## src/rtl/game_pkg.sv

```systemverilog
// Shared game-wide definitions for the fighter controller and its bench.
// Contents:
//   SCREEN_W / SCREEN_H : visible raster size in pixels
//   BOX_W               : fighter box width in pixels
//   atk_state_t         : attack phase encoding seen by the renderer
//   max3()              : helper used to size the phase frame counter
package game_pkg;

  localparam int SCREEN_W = 640;
  localparam int SCREEN_H = 480;
  localparam int BOX_W    = 10;

  typedef enum logic [1:0] {
    ATK_IDLE     = 2'd0,
    ATK_STARTUP  = 2'd1,
    ATK_ACTIVE   = 2'd2,
    ATK_RECOVERY = 2'd3
  } atk_state_t;

  function automatic int max3(input int a, input int b, input int c);
    int m;
    m = (a > b) ? a : b;
    return (m > c) ? m : c;
  endfunction

endpackage

```

## src/rtl/fighter_ctrl_if.sv

```systemverilog
// Bundle between the raster stage (master) and the fighter controller (slave).
// Signals:
//   frame_tick              : 1-cycle pulse on the last pixel of each frame
//   btn_up / btn_dn         : move right / left while held
//   btn_fire                : attack button, edge-triggered across frame samples
//   pos_x[9:0]              : fighter box left edge X
//   atk_state[1:0]          : 0 IDLE, 1 STARTUP, 2 ACTIVE, 3 RECOVERY
//   hit_active              : high only while ACTIVE
//   busy                    : high in any non-IDLE phase
interface fighter_ctrl_if;

  logic       frame_tick;
  logic       btn_up;
  logic       btn_dn;
  logic       btn_fire;
  logic [9:0] pos_x;
  logic [1:0] atk_state;
  logic       hit_active;
  logic       busy;

  modport master (
    output frame_tick, btn_up, btn_dn, btn_fire,
    input  pos_x, atk_state, hit_active, busy
  );

  modport slave (
    input  frame_tick, btn_up, btn_dn, btn_fire,
    output pos_x, atk_state, hit_active, busy
  );

endinterface

```

## src/rtl/fighter_ctrl.sv

```systemverilog
// Per-frame player controller feeding the raster renderer.
// Samples the buttons once per frame (on frame_tick), moves the fighter box
// horizontally with saturation and runs the STARTUP/ACTIVE/RECOVERY attack
// sequence. All outputs are registered and only change on a tick edge, so
// they are stable for a whole visible frame.
// Ports:
//   clk_pix : pixel clock
//   sim_rst : asynchronous active-high reset
//   bus     : fighter_ctrl_if.slave (tick, buttons in; pos/attack status out)
module fighter_ctrl
  import game_pkg::*;
#(
  parameter int X_MIN       = 0,
  parameter int X_MAX       = SCREEN_W - BOX_W,
  parameter int START_X     = 315,
  parameter int STEP        = 2,
  parameter int STARTUP_FR  = 5,
  parameter int ACTIVE_FR   = 3,
  parameter int RECOVERY_FR = 8
) (
  input  logic           clk_pix,
  input  logic           sim_rst,
  fighter_ctrl_if.slave  bus
);

  localparam int MAX_PH = max3(STARTUP_FR, ACTIVE_FR, RECOVERY_FR);
  localparam int CNT_W  = $clog2(MAX_PH + 1);

  localparam logic [1:0] S_IDLE     = 2'd0;
  localparam logic [1:0] S_STARTUP  = 2'd1;
  localparam logic [1:0] S_ACTIVE   = 2'd2;
  localparam logic [1:0] S_RECOVERY = 2'd3;

  localparam logic [10:0] X_MIN11  = 11'(X_MIN);
  localparam logic [10:0] X_MAX11  = 11'(X_MAX);
  localparam logic [10:0] STEP11   = 11'(STEP);
  localparam logic [9:0]  START10  = 10'(START_X);

  logic             run_q;
  logic             primed_q;
  logic             fire_prev_q;
  logic [1:0]       state_q, state_d;
  logic [CNT_W-1:0] cnt_q, cnt_d;
  logic [9:0]       pos_q, pos_d;
  logic             hit_q, busy_q;

  logic             tick;
  logic             fire_edge;
  logic [10:0]      sum11;
  logic [9:0]       pos_up, pos_dn;

  // run_q only rises on the first clock after reset release, so a tick that
  // lands on the release edge is ignored. primed_q blocks a fire edge on the
  // first tick after reset: a button already held through reset must be
  // released and pressed again before it can trigger an attack.
  assign tick      = bus.frame_tick & run_q;
  assign fire_edge = bus.btn_fire & ~fire_prev_q & primed_q;

  // Saturating moves done in 11 bits so neither direction can wrap.
  assign sum11  = {1'b0, pos_q} + STEP11;
  assign pos_up = (sum11 > X_MAX11) ? X_MAX11[9:0] : sum11[9:0];
  assign pos_dn = ({1'b0, pos_q} < (X_MIN11 + STEP11)) ? X_MIN11[9:0]
                                                        : (pos_q - STEP11[9:0]);

  // Next-state logic. Movement only happens in IDLE, and a triggering frame
  // does not move. In the attack phases cnt counts frames left in the phase.
  always_comb begin
    state_d = state_q;
    cnt_d   = cnt_q;
    pos_d   = pos_q;
    case (state_q)
      S_IDLE: begin
        if (fire_edge) begin
          state_d = S_STARTUP;
          cnt_d   = CNT_W'(STARTUP_FR - 1);
        end else if (bus.btn_up && !bus.btn_dn) begin
          pos_d = pos_up;
        end else if (bus.btn_dn && !bus.btn_up) begin
          pos_d = pos_dn;
        end
      end
      S_STARTUP: begin
        if (cnt_q == '0) begin
          state_d = S_ACTIVE;
          cnt_d   = CNT_W'(ACTIVE_FR - 1);
        end else begin
          cnt_d = cnt_q - 1'b1;
        end
      end
      S_ACTIVE: begin
        if (cnt_q == '0) begin
          state_d = S_RECOVERY;
          cnt_d   = CNT_W'(RECOVERY_FR - 1);
        end else begin
          cnt_d = cnt_q - 1'b1;
        end
      end
      default: begin
        if (cnt_q == '0) begin
          state_d = S_IDLE;
        end else begin
          cnt_d = cnt_q - 1'b1;
        end
      end
    endcase
  end

  // Frame-rate registers. hit/busy are decoded from the next state so they
  // line up with atk_state in the same frame.
  always_ff @(posedge clk_pix or posedge sim_rst) begin
    if (sim_rst) begin
      run_q       <= 1'b0;
      primed_q    <= 1'b0;
      fire_prev_q <= 1'b0;
      state_q     <= S_IDLE;
      cnt_q       <= '0;
      pos_q       <= START10;
      hit_q       <= 1'b0;
      busy_q      <= 1'b0;
    end else begin
      run_q <= 1'b1;
      if (tick) begin
        primed_q    <= 1'b1;
        fire_prev_q <= bus.btn_fire;
        state_q     <= state_d;
        cnt_q       <= cnt_d;
        pos_q       <= pos_d;
        hit_q       <= (state_d == S_ACTIVE);
        busy_q      <= (state_d != S_IDLE);
      end
    end
  end

  assign bus.pos_x      = pos_q;
  assign bus.atk_state  = state_q;
  assign bus.hit_active = hit_q;
  assign bus.busy       = busy_q;

endmodule
```

## src/flat_wrapper.sv

```systemverilog
// flat-port wrapper written by rule: the top's interface ports become plain ports
module fighter_ctrl_flat import game_pkg::*;
#(
  parameter int X_MIN       = 0,
  parameter int X_MAX       = SCREEN_W - BOX_W,
  parameter int START_X     = 315,
  parameter int STEP        = 2,
  parameter int STARTUP_FR  = 5,
  parameter int ACTIVE_FR   = 3,
  parameter int RECOVERY_FR = 8
)
  (clk_pix, sim_rst, bus_frame_tick, bus_btn_up, bus_btn_dn, bus_btn_fire, bus_pos_x, bus_atk_state, bus_hit_active, bus_busy);
  fighter_ctrl_if bus_i ();
  input  logic clk_pix;
  input  logic sim_rst;
  input wire logic [$bits(bus_i.frame_tick)-1:0] bus_frame_tick;
  input wire logic [$bits(bus_i.btn_up)-1:0] bus_btn_up;
  input wire logic [$bits(bus_i.btn_dn)-1:0] bus_btn_dn;
  input wire logic [$bits(bus_i.btn_fire)-1:0] bus_btn_fire;
  output wire logic [$bits(bus_i.pos_x)-1:0] bus_pos_x;
  output wire logic [$bits(bus_i.atk_state)-1:0] bus_atk_state;
  output wire logic [$bits(bus_i.hit_active)-1:0] bus_hit_active;
  output wire logic [$bits(bus_i.busy)-1:0] bus_busy;
  assign bus_i.frame_tick = bus_frame_tick;
  assign bus_i.btn_up = bus_btn_up;
  assign bus_i.btn_dn = bus_btn_dn;
  assign bus_i.btn_fire = bus_btn_fire;
  assign bus_pos_x = bus_i.pos_x;
  assign bus_atk_state = bus_i.atk_state;
  assign bus_hit_active = bus_i.hit_active;
  assign bus_busy = bus_i.busy;
  fighter_ctrl #(.X_MIN(X_MIN), .X_MAX(X_MAX), .START_X(START_X), .STEP(STEP), .STARTUP_FR(STARTUP_FR), .ACTIVE_FR(ACTIVE_FR), .RECOVERY_FR(RECOVERY_FR)) u_core (.clk_pix(clk_pix), .sim_rst(sim_rst), .bus(bus_i));
endmodule
```

## config.mk

```make
export PLATFORM = sky130hd
export DESIGN_NAME = fighter_ctrl_flat
export DESIGN_NICKNAME = d
export VERILOG_FILES = /design/src/rtl/game_pkg.sv /design/src/rtl/fighter_ctrl_if.sv /design/src/rtl/fighter_ctrl.sv /design/src/flat_wrapper.sv
export SDC_FILE = /design/constraint.sdc
export NUM_CORES = 1
export LEC_CHECK = 0
export ABC_CLOCK_PERIOD_IN_PS = 2200
export BUFFER_PORTS_ARGS = -buffer_cell sky130_fd_sc_hd__buf_2
export CELL_PAD_IN_SITES_DETAIL_PLACEMENT = 0
export CELL_PAD_IN_SITES_GLOBAL_PLACEMENT = 2
export CORE_MARGIN = 8
export CORE_UTILIZATION = 31
export DETAILED_ROUTE_END_ITERATION = 10
export PLACE_DENSITY_LB_ADDON = 0.1
export SLEW_MARGIN = 25
export SYNTH_ARGS = -nofsm -noshare
export SYNTH_HDL_FRONTEND = slang
export SYNTH_SLANG_ARGS = --single-unit
```

## constraint.sdc

```tcl
create_clock -name clk_pix -period 2.2 [get_ports clk_pix]
set_clock_uncertainty 0.1 [all_clocks]
set_input_delay 0 -clock clk_pix [delete_from_list [all_inputs] [get_ports clk_pix]]
set_output_delay 0 -clock clk_pix [all_outputs]
set_load 0.005 [all_outputs]
```

==> impl_results.rst <==
.. list-table::
   :header-rows: 1

   * - Metric
     - Value
   * - Number of top-level design ports
     - 20
   * - Final hold vios
     - 0
   * - IR Drop Worst-Case VDD
     - 0.217 mV
   * - Post-synth ARST share
     - 100%
   * - Ant diodes
     - 0
   * - Initial Utilization
     - between 30 and 40%
   * - Horizontal die dimension
     - 89.2 um
   * - Site row count
     - 26
   * - Number of enable-type register cells in the synthesized netlist
     - 0
   * - Logic pwr share
     - 24.8%
   * - Dominant cell type by area after synthesis
     - sky130_fd_sc_hd__dfrtp_1
   * - Number of failing setup endpoints in the final timing report
     - 0
   * - Placer Congestion
     - approximately 0.92
   * - Min Hold Slack
     - 0.0467 ns
   * - Synth Register Bits
     - 21
   * - Crit. End Element
     - flip-flop
   * - Buffer levels on the longest clock path
     - 2
   * - Overall die area
     - roughly 8000 um2
   * - Fraction of power consumed by sequential logic
     - 47.4%
   * - Share of total power in the clock network
     - 27.8%
   * - Power Density
     - around 430 nW/um2
   * - Share of the yosys chip area belonging to registers
     - 32.1%
   * - Net switching power
     - around 300 uW
   * - Global-route usage over all layers
     - 14.1%
   * - Detail-routed net length per standard cell
     - 16.3 um
   * - Required time at the worst-slack endpoint
     - roughly 2.3 ns
   * - Area of the mapped netlist
     - 1660 um2
   * - Post-route minimum period
     - 2.19 ns
   * - Cell count after placement
     - 315
   * - Pin count of the biggest net entering global routing
     - 22
   * - Transition at the pin with the smallest max-transition slack
     - between 0.8 and 0.9 ns
   * - Number of max-capacitance violations reported
     - 0
   * - Detailed-route DRC error count
     - 0
   * - Worst slew margin relative to its limit
     - 40.5%
   * - Clock sink count
     - 21
   * - Tightest Hold Check Type
     - in2reg
   * - Number of antenna violations at the first check in global routing
     - 0
   * - Internal Power
     - 662 uW
   * - Worst path arrival time
     - ~2.3 ns
   * - Number of distinct library cells after synthesis
     - 63
   * - Filler Cells Inserted
     - 554
   * - CTS H-Tree Depth
     - 1
   * - Accumulated negative setup slack
     - 0 ns
   * - Average via count per standard cell
     - 5.57
   * - Total number of yosys warnings
     - 0
   * - Crit path launch type
     - flip-flop
   * - Max-slew violation count
     - 0
   * - RSZ-0062 raised after global routing
     - true
   * - Die Y
     - just under 90 um
   * - NumNets Final
     - between 200 and 300
   * - Number of buffers added by the clock tree synthesis step
     - 3
   * - CTS tree
     - done
   * - Worst-path fanout max
     - 6
   * - Post-Syn Instances
     - 204
   * - Top post-synthesis cells by area
     - sky130_fd_sc_hd__dfrtp_1, sky130_fd_sc_hd__dfstp_2, sky130_fd_sc_hd__nand2_1, sky130_fd_sc_hd__ha_1, sky130_fd_sc_hd__a21oi_1
   * - Fraction of synthesized cell area taken by the top area cell type
     - between 20% and 30%
   * - Post-synth top flop
     - sky130_fd_sc_hd__dfrtp_1
   * - Root Buffer Master
     - sky130_fd_sc_hd__clkbuf_8
   * - Clock transition time at the flip-flop clock pins of the worst setup and hold paths
     - 0.08 ns
   * - Post-Route WL
     - 5.28 mm
   * - Synthesis-to-layout area growth
     - 33.5%
   * - Highest achievable clock rate
     - approximately 0.46 GHz
   * - Number of global-route vias before repair
     - 1835
   * - Residual overflow from global routing
     - 0
   * - Share of post-route cells with drive strength above 1
     - 35.0%
   * - Count of nets left with antenna violations after detail routing
     - 0
   * - Mean instance size in the synthesized netlist
     - approximately 8.2 um2
   * - Critical path start-end classification
     - reg2reg
   * - HPWL reported at the end of detailed placement
     - 4.02 mm
   * - Via count of the routed design
     - approximately 1800
   * - Number of DRC markers in iteration 0
     - 77
   * - Worst-skew pair later-pin latency
     - roughly 0.27 ns
   * - I/O Buffers
     - 19
   * - Reported leakage power
     - 1.00 nW
   * - Portion of the clock cycle consumed by the worst path in the final layout
     - between 90 and 100%
   * - Detailed-router iteration count before antenna repair
     - 6
   * - Final std cells w/o fill
     - 324
   * - Post-Syn Nets
     - around 220
   * - Result of the run
     - completed
   * - Switching share of power
     - around 31%
   * - Total core area
     - 5140 um2
   * - Wire length of the first global-routing pass
     - 8.71 mm
==> cell usage in the layout, fill, tap and decap left out, drive strengths merged, types with 3 or more instances in the layout <==
cell / instances
inv: 10
dfstp: 6
and2: 3
a21o: 4
nor4: 4
o31ai: 4
nor3: 7
nand2: 20
nand2b: 3
dfrtp: 15
o21ai: 13
buf: 58
clkbuf: 3
nor3b: 3
a31oi: 5
nand4: 3
ha: 5
or2: 3
nand3: 8
a22o: 3
nor2: 12
a21oi: 10
==> synthesized netlist by cell type, types with 2 or more instances <==
cell type	count
sky130_fd_sc_hd__a211oi_1	2
sky130_fd_sc_hd__a21o_1	4
sky130_fd_sc_hd__a21oi_1	10
sky130_fd_sc_hd__a22o_1	3
sky130_fd_sc_hd__a31oi_1	5
sky130_fd_sc_hd__and2_1	2
sky130_fd_sc_hd__and3_1	2
sky130_fd_sc_hd__and3b_1	2
sky130_fd_sc_hd__and4_1	2
sky130_fd_sc_hd__clkbuf_1	13
sky130_fd_sc_hd__dfrtp_1	15
sky130_fd_sc_hd__dfstp_2	6
sky130_fd_sc_hd__ha_1	5
sky130_fd_sc_hd__inv_1	9
sky130_fd_sc_hd__mux2i_1	2
sky130_fd_sc_hd__nand2_1	20
sky130_fd_sc_hd__nand2b_1	3
sky130_fd_sc_hd__nand3_1	8
sky130_fd_sc_hd__nand4_1	3
sky130_fd_sc_hd__nor2_1	12
sky130_fd_sc_hd__nor2b_1	2
sky130_fd_sc_hd__nor3_1	7
sky130_fd_sc_hd__nor3b_1	3
sky130_fd_sc_hd__nor4_1	2
sky130_fd_sc_hd__nor4_2	2
sky130_fd_sc_hd__o2111ai_1	2
sky130_fd_sc_hd__o211a_1	2
sky130_fd_sc_hd__o211ai_1	2
sky130_fd_sc_hd__o21a_1	2
sky130_fd_sc_hd__o21ai_0	9
sky130_fd_sc_hd__o21ai_1	4
sky130_fd_sc_hd__o221ai_1	2
sky130_fd_sc_hd__o22ai_1	2
sky130_fd_sc_hd__o31ai_1	4
sky130_fd_sc_hd__or2_2	2
sky130_fd_sc_hd__or3_1	2
==> cells by family (layout without fill, tap and decap cells) <==
kind of cell               Yosys count  after routing  synth area share (%)
buffers and inverters               25             75                  6.09
other                                1              1                 0.226
muxes                                2              2                  1.20
AOI/OAI and AO/OA                   69             69                  29.8
xor gates and xnor gates             1              1                 0.527
DFF                                 21             21                  32.1
and+or+nand+nor                     80             80                  26.3
adders and majority gates            5              5                  3.76
==> worst paths after layout <==
| kind | to | slack, ns | start | cells past startpoint |
|---|---|---|---|---|
| setup reg to reg | u_core.bus.pos_x[3]$_DFFE_PP1P_ | 0.007 | u_core.bus.pos_x[1]$_DFFE_PP1P_ | 5 |
| max in group asynchronous | u_core.bus.pos_x[2]$_DFFE_PP0P_ | 1.03 | sim_rst | 3 |
| hold / removal | u_core.primed_q$_DFFE_PP0P_ | 0.05 | bus_frame_tick | 4 |
| hold reg to reg | u_core.primed_q$_DFFE_PP0P_ | 0.37 | u_core.primed_q$_DFFE_PP0P_ | 1 |
| setup / recovery | u_core.bus.pos_x[3]$_DFFE_PP1P_ | 0.007 | u_core.bus.pos_x[1]$_DFFE_PP1P_ | 5 |
| min in group asynchronous | u_core.bus.pos_x[6]$_DFFE_PP0P_ | 0.36 | sim_rst | 3 |
==> layout make-up <==
class,instances,area (um2),share of cell area (%)
Timing Repair Buffer,60,408,18.4
Clock buffer,3,41.3,1.86
Clock inverter,1,5.00,0.225
Tap cell,70,87.6,3.95
Multi-Input combinational cell,158,1100,49.7
Inverter,11,41.3,1.86
Sequential cell,21,534,24.1
==> stage by stage <==
stage | utilization, % | setup slack (ns) | area (um2) | total power, mW
after floorplan | - | 0.00745 | 1680 | 0.613
after global placement | 40.3 | 0.00893 | 2070 | 0.686
after detailed placement | 40.3 | -0.0327 | 2070 | 0.699
after CTS | 42.1 | 0.00466 | 2160 | 0.978
after global routing | 43.2 | -0.0709 | 2220 | 1.02
final | 43.2 | 0.00715 | 2220 | 0.964
==> timing repair <==
action,in CTS,in global routing
endpoints found under the hold margin,16,0
gates cloned,0,0
pin swaps,0,1
resized for setup,3,11
setup endpoints to repair,4,10
buffers inserted,2,1
hold buffers,2,0
==> power groups by stage <==
stage | clock network, mW | logic [mW] | registers (mW)
floorplan | 0 | 0.154 | 0.459
global placement | 0 | 0.227 | 0.460
detailed placement | 0 | 0.236 | 0.463
CTS | 0.283 | 0.239 | 0.456
global route | 0.294 | 0.266 | 0.463
finish | 0.268 | 0.239 | 0.456
==> metal layers <==
layer / track usage [%] / wire length [um] / vias to the layer above / share of wire [%]
met5: 0 / 0 / - / 0
li1: - / - / 871 / -
met4: 4.53 / 85 / 0 / 1.6
met2: 26.5 / 2760 / 42 / 52
met3: 2.11 / 186 / 6 / 3.5
met1: 15.6 / 2250 / 885 / 43
==> state kept, by name, summed over array words and instances (netlist names) <==
name	cells
u_core.bus.atk_state	2
u_core.bus.busy	1
u_core.bus.hit_active	1
u_core.bus.pos_x	10
u_core.cnt_q	4
u_core.fire_prev_q	1
u_core.primed_q	1
u_core.run_q	1
==> worst max-delay path: stages (launching register included) <==
cell and delay, ns:
sky130_fd_sc_hd__dfstp_2 0.40, sky130_fd_sc_hd__or4_4 0.58, sky130_fd_sc_hd__o41a_1 0.44, sky130_fd_sc_hd__and4_1 0.23, sky130_fd_sc_hd__a221oi_2 0.16, sky130_fd_sc_hd__a21bo_1 0.22
Note: power is estimated with default switching activity, not from simulation.
